<file path="config.mk">
export PLATFORM = sky130hd
export DESIGN_NAME = mat_mult_sched_flat
export DESIGN_NICKNAME = d
export VERILOG_FILES = /design/src/rtl/mat_mult_sched_if.sv /design/src/rtl/mat_mult_sched.sv /design/src/flat_wrapper.sv
export SDC_FILE = /design/constraint.sdc
export NUM_CORES = 1
export LEC_CHECK = 0
export CORE_ASPECT_RATIO = 1.5
export CORE_MARGIN = 1
export CORE_UTILIZATION = 45
export DETAILED_ROUTE_END_ITERATION = 7
export PLACE_DENSITY_LB_ADDON = 0.05
export SLEW_MARGIN = 20
export SYNTH_ARGS = -nofsm -noshare
export SYNTH_HDL_FRONTEND = slang
export SYNTH_SLANG_ARGS = --single-unit
</file>
<file path="constraint.sdc">
create_clock -name clk -period 7.04 [get_ports clk]
set_input_delay 2.112 -clock clk [delete_from_list [all_inputs] [get_ports clk]]
set_output_delay 2.112 -clock clk [all_outputs]
set_load 0.05 [all_outputs]
</file>
<file path="src/rtl/mat_mult_sched_if.sv">
// Handshake bundle between the requesters, the mat_mult engine and the scheduler.
// master = scheduler side, slave = requester/engine side.
interface mat_mult_sched_if #(
    parameter int NUM_REQ = 4,
    parameter int SEL_W   = 2
);
    logic [NUM_REQ-1:0] req;
    logic [NUM_REQ-1:0] gnt;
    logic [NUM_REQ-1:0] done;
    logic [SEL_W-1:0]   eng_sel;
    logic               eng_en;
    logic               eng_done;
    logic               busy;
    logic               err;

    modport master (
        input  req, eng_done,
        output gnt, done, eng_sel, eng_en, busy, err
    );

    modport slave (
        output req, eng_done,
        input  gnt, done, eng_sel, eng_en, busy, err
    );
endinterface

</file>
<file path="src/rtl/mat_mult_sched.sv">
// Round-robin scheduler sharing one mat_mult engine among NUM_REQ requesters.
// Optional WAIT-state watchdog enabled by defining MAT_MULT_SCHED_TIMEOUT_EN.
module mat_mult_sched #(
    parameter int NUM_REQ = 4,
    parameter int SEL_W   = 2,
    parameter int TIMEOUT = 1024
) (
    input  logic              clk,
    input  logic              reset_n,
    mat_mult_sched_if.master  bus
);

    if (NUM_REQ < 2 || NUM_REQ > 8 || TIMEOUT < 1 || (1 << SEL_W) < NUM_REQ) begin : g_bad_cfg
        $error("mat_mult_sched: illegal parameter combination");
    end

    typedef enum logic [1:0] {IDLE, ISSUE, WAIT, RELEASE} state_t;

    state_t             state, state_nxt;
    logic [SEL_W-1:0]   ptr, ptr_nxt;
    logic [SEL_W-1:0]   sel, sel_nxt;
    logic [NUM_REQ-1:0] gnt, gnt_nxt;
    logic [NUM_REQ-1:0] done, done_nxt;
    logic               eng_en, eng_en_nxt;
    logic               busy, busy_nxt;
    logic               timeout_hit;

    logic [2*NUM_REQ-1:0] req_dbl;
    logic [NUM_REQ-1:0]   req_rot;
    logic                 found;
    logic [SEL_W-1:0]     pick;
    int                   off;
    int                   sum;

    // Rotate requests so bit 0 is the pointer position; first set bit wins.
    always_comb begin
        req_dbl = {bus.req, bus.req} >> ptr;
        req_rot = req_dbl[NUM_REQ-1:0];
        found   = 1'b0;
        off     = 0;
        for (int j = 0; j < NUM_REQ; j++) begin
            if (!found && req_rot[j]) begin
                found = 1'b1;
                off   = j;
            end
        end
        sum = int'(ptr) + off;
        if (sum >= NUM_REQ) begin
            sum = sum - NUM_REQ;
        end
        pick = SEL_W'(sum);
    end

    always_comb begin
        state_nxt  = state;
        ptr_nxt    = ptr;
        sel_nxt    = sel;
        gnt_nxt    = gnt;
        done_nxt   = '0;
        eng_en_nxt = 1'b0;
        case (state)
            IDLE: begin
                if (found) begin
                    state_nxt  = ISSUE;
                    gnt_nxt    = NUM_REQ'(1) << pick;
                    sel_nxt    = pick;
                    eng_en_nxt = 1'b1;
                end
            end
            ISSUE: begin
                state_nxt = WAIT;
            end
            WAIT: begin
                if (bus.eng_done || timeout_hit) begin
                    state_nxt = RELEASE;
                    done_nxt  = gnt;
                end
            end
            RELEASE: begin
                state_nxt = IDLE;
                gnt_nxt   = '0;
                ptr_nxt   = (sel == SEL_W'(NUM_REQ - 1)) ? '0 : sel + SEL_W'(1);
            end
            default: begin
                state_nxt = IDLE;
                gnt_nxt   = '0;
            end
        endcase
        busy_nxt = (state_nxt != IDLE);
    end

    always_ff @(posedge clk) begin
        if (!reset_n) begin
            state  <= IDLE;
            ptr    <= '0;
            sel    <= '0;
            gnt    <= '0;
            done   <= '0;
            eng_en <= 1'b0;
            busy   <= 1'b0;
        end else begin
            state  <= state_nxt;
            ptr    <= ptr_nxt;
            sel    <= sel_nxt;
            gnt    <= gnt_nxt;
            done   <= done_nxt;
            eng_en <= eng_en_nxt;
            busy   <= busy_nxt;
        end
    end

`ifdef MAT_MULT_SCHED_TIMEOUT_EN
    localparam int CNT_W = $clog2(TIMEOUT + 1);

    logic [CNT_W-1:0] cnt;
    logic             err;
    logic             tmo_fire;

    // Counter rests at zero outside WAIT, so it is clear on every WAIT entry.
    assign timeout_hit = (state == WAIT) && (cnt == CNT_W'(TIMEOUT - 1));
    assign tmo_fire    = timeout_hit && !bus.eng_done;

    always_ff @(posedge clk) begin
        if (!reset_n) begin
            cnt <= '0;
            err <= 1'b0;
        end else begin
            if (state != WAIT) begin
                cnt <= '0;
            end else begin
                cnt <= cnt + CNT_W'(1);
            end
            if (tmo_fire) begin
                err <= 1'b1;
            end
        end
    end

    assign bus.err = err;
`else
    assign timeout_hit = 1'b0;
    assign bus.err     = 1'b0;
`endif

    assign bus.gnt     = gnt;
    assign bus.done    = done;
    assign bus.eng_sel = sel;
    assign bus.eng_en  = eng_en;
    assign bus.busy    = busy;

endmodule

</file>
<file path="src/flat_wrapper.sv">
// flat-port wrapper written by rule: the top's interface ports become plain ports
module mat_mult_sched_flat 
#(
    parameter int NUM_REQ = 4,
    parameter int SEL_W   = 2,
    parameter int TIMEOUT = 1024
)
  (clk, reset_n, bus_req, bus_eng_done, bus_gnt, bus_done, bus_eng_sel, bus_eng_en, bus_busy, bus_err);
  mat_mult_sched_if #(.NUM_REQ(NUM_REQ), .SEL_W(SEL_W)) bus_i ();
  input  logic clk;
  input  logic reset_n;
  input wire logic [$bits(bus_i.req)-1:0] bus_req;
  input wire logic [$bits(bus_i.eng_done)-1:0] bus_eng_done;
  output wire logic [$bits(bus_i.gnt)-1:0] bus_gnt;
  output wire logic [$bits(bus_i.done)-1:0] bus_done;
  output wire logic [$bits(bus_i.eng_sel)-1:0] bus_eng_sel;
  output wire logic [$bits(bus_i.eng_en)-1:0] bus_eng_en;
  output wire logic [$bits(bus_i.busy)-1:0] bus_busy;
  output wire logic [$bits(bus_i.err)-1:0] bus_err;
  assign bus_i.req = bus_req;
  assign bus_i.eng_done = bus_eng_done;
  assign bus_gnt = bus_i.gnt;
  assign bus_done = bus_i.done;
  assign bus_eng_sel = bus_i.eng_sel;
  assign bus_eng_en = bus_i.eng_en;
  assign bus_busy = bus_i.busy;
  assign bus_err = bus_i.err;
  mat_mult_sched #(.NUM_REQ(NUM_REQ), .SEL_W(SEL_W), .TIMEOUT(TIMEOUT)) u_core (.clk(clk), .reset_n(reset_n), .bus(bus_i));
endmodule
</file>
==> out/results.ini <==
[power_and_ir_drop]
ir_drop_mv = 0.2056
p_sw_share_pct = 43.19
p_per_area_mw_per_mm2 = 359.5
leakage_nw = 0.4444
internal_power_uw = 231.7
pwr-share-clk_pct = 14.4
seqPwrFrac_pct = 33.1
p_sw_uw = 176.2
pwr-share-comb_pct = 52.5

[placement]
port-buffer-count = 18
hpwlAfterDp_mm = 1.379
dpl_cell_area_mm2 = 0.001099
gp_congestion = 0.8051

[clock_network]
cts_setup_buffers = 0
clkSinkCount = 16
clk_latency_ns = 0.28
cts-htree-levels = 1
cts_root_buffer = clkbuf_4
clkSlewWorstSetupHoldPaths_ns = 0.09
cts_resized = 0
cts_tree = built
cts_buffers = 3
hold_buffers = 0
clockBufferDepth = 2

[sta]
hold_viol = 0
period_minus_slack_ns = 4.350
rsz0062_at_grt = no
drv_slew = 0
slew-limit-headroom_pct = 66.36
final.setup.tns_ns = 0
fin_crit_sh_pct = 61.79
worst_pin_slew_ns = 0.5031
finalSetupViolations = 0
max_freq_mhz = 229.9
fin_skew_ns = 0.001476

[worst_setup_path]
slowest_delay_ns = 0.67
worstPathBufferInverterCount = 1
cp.required_ns = 7.27
cp-start-kind = input port
critical_path_arrival_ns = 4.58
slowest_stage = clkdlybuf4s50_1
cp_max_fo = 9
cp-end-kind = register
crit_type = input port to register
crit_path_cell_trace = clkdlybuf4s50_1, nor2_1, a221oi_1, a31oi_1, a211o_1, ha_1, xnor2_1, nand4_1, or3_1, nand3_1
crit_family = buffers and inverters

[floorplan]
placementRows = 19
die-height_um = 58.04
die_w_um = 39.36
dieArea_mm2 = 0.002284
core_mm2 = 0.001902
io_pins = 20
start_util_pct = 49.54

[synth]
async_reset_ff_share_pct = 0
netlist_area_um2 = 942.2
synth_enable_flop_cells = 0
syn-num-nets = 117
synth_top_family_by_area = simple AND/OR/NAND/NOR gates
yosysWarnings = 0
synth_seq_area_share_pct = 34.00
synth-simple-area-share_pct = 30.28
synth_fa_ha_area_share_pct = 7.968
synthFlopType = dfxtp_1
ys_seq_elements = 16
synth-compound-area-share_pct = 16.73
synth_mux_area_share_pct = 3.187
avgSynthCellArea_um2 = 9.059
ys_types = 42
synth_xor_area_share_pct = 0.9296
netlist_instances = 104

[global_route]
grt_overflow = 0
grt_usage_pct = 17.95
antenna_found_initial = 0
first_global_vias = 754
grt_max_degree = 12
grt_pass1_wl_mm = 2.967

[finish]
final_nets = 133
fill_cells = 175
area_growth_pct = 20.45
antenna_cells = 0
fin_area_mm2 = 0.001135
drive_gt1_share_pct = 12.61

[route]
wl_per_cell_um = 12.49
drc = 0
drt_iter0_drc = 13
antenna_left = 0
vias_per_cell = 5.793
vias = 811
dr.pass1.iters = 4
routed_wirelength_mm = 1.749

[status]
status = completed

[hold_path]
holdCritPathClass = register to register

[flow_run]
maxCapViolCount = 0

Yosys cell counts (2+ instances only):
cell	n	share of area (%)
nand3_1	6	3.2
buf_6	2	2.4
inv_1	2	0.80
buf_4	2	1.6
and2_1	5	3.3
nor2_1	12	4.8
nor4_1	2	1.3
nand2_1	4	1.6
mux2i_1	3	3.2
nor2b_1	5	3.3
or3_1	2	1.3
a31oi_1	3	2.0
dfxtp_1	16	34
clkbuf_1	2	0.80
o21ai_0	5	2.7
a32oi_1	2	1.9
ha_1	6	8.0
per-layer routing:
metal,track usage (%),share of wire (%)
met3,2.299,3.4
met2,32.38,54
met5,0,0
met4,7.882,0.57
met1,19.66,42
layout make-up:
| cell class | count | area, um^2 | area share (%) |
|---|---|---|---|
| clock buffers | 4 | 36.28 | 3.197 |
| inverters | 3 | 11.26 | 0.9923 |
| multi-input cells | 78 | 560.5 | 49.39 |
| flip-flops and latches | 16 | 320.3 | 28.22 |
| well taps | 21 | 26.28 | 2.315 |
| repair buffers | 18 | 180.2 | 15.88 |
final timing paths:
check	startpoint	slack [ns]	cells after the start	endpoint
worst min register to register	u_core.bus.gnt[0]	0.47	2	u_core.bus.gnt[0]
worst min-delay path	u_core.bus.gnt[0]	0.47	2	u_core.bus.gnt[0]
worst max-delay path	bus_req[0]	2.69	10	u_core.bus.gnt[0]
worst max register to register	u_core.ptr[0]	4.66	9	u_core.bus.gnt[0]
kinds of logic (layout without fill, tap and decap cells):
family | after synthesis | after routing
AO/OA/AOI/OAI | 18 | 18
adder cells (fa/ha/maj) | 6 | 6
other | 1 | 1
AND/OR/NAND/NOR | 49 | 49
multiplexers | 3 | 3
XOR/XNOR | 1 | 1
flip-flops | 16 | 16
buffers and inverters | 10 | 25
worst register-to-register path: stages (launching register included):
cell	delay [ns]
dfxtp_1	0.53
nor2_1	0.09
a221oi_1	0.29
a31oi_1	0.07
a211o_1	0.29
ha_1	0.19
xnor2_1	0.33
nand4_1	0.16
or3_1	0.32
nand3_1	0.08
per-stage QoR:
step                setup slack (ns)  utilization (%)  power (mW)  hold WS, ns  cells
floorplan                      3.154                -      0.2971       0.5372    104
global placement               2.448            57.76      0.3504       0.4583    136
detailed placement             2.409            57.76      0.3529       0.4584    136
CTS                            2.694            59.67      0.4140       0.4753    140
global route                   2.451            59.67      0.4349       0.5145    140
finish                         2.690            59.67      0.4079       0.4701    140
layout by cell type (no fill, tap or decap), types with 2 or more instances in the layout:
cell type        Yosys  routed
clkdlybuf4s50_1      0      18
dfxtp_1             16      16
nor2_1              12      12
nand3_1              6       6
ha_1                 6       6
nor2b_1              5       5
and2_1               5       5
o21ai_0              5       5
nand2_1              4       4
a31oi_1              3       3
mux2i_1              3       3
clkbuf_4             0       3
nor4_1               2       2
inv_1                2       2
a32oi_1              2       2
or3_1                2       2
power groups by stage:
stage               Combinational (mW)  Sequential (mW)  Clock, mW
global placement                 0.213            0.137          0
finish                           0.214            0.135     0.0588
global route                     0.232            0.139     0.0640
CTS                              0.217            0.136     0.0618
detailed placement               0.215            0.137          0
floorplan                        0.105            0.192          0
registers in the layout, indices dropped and copies added (netlist names):
name	count
u_core.bus.eng_sel	2
u_core.bus.gnt	4
u_core.ptr	2
u_core.bus.busy	1
u_core.state	2
u_core.bus.eng_en	1
u_core.bus.done	4
No activity file was read; power rests on OpenSTA's default activity.
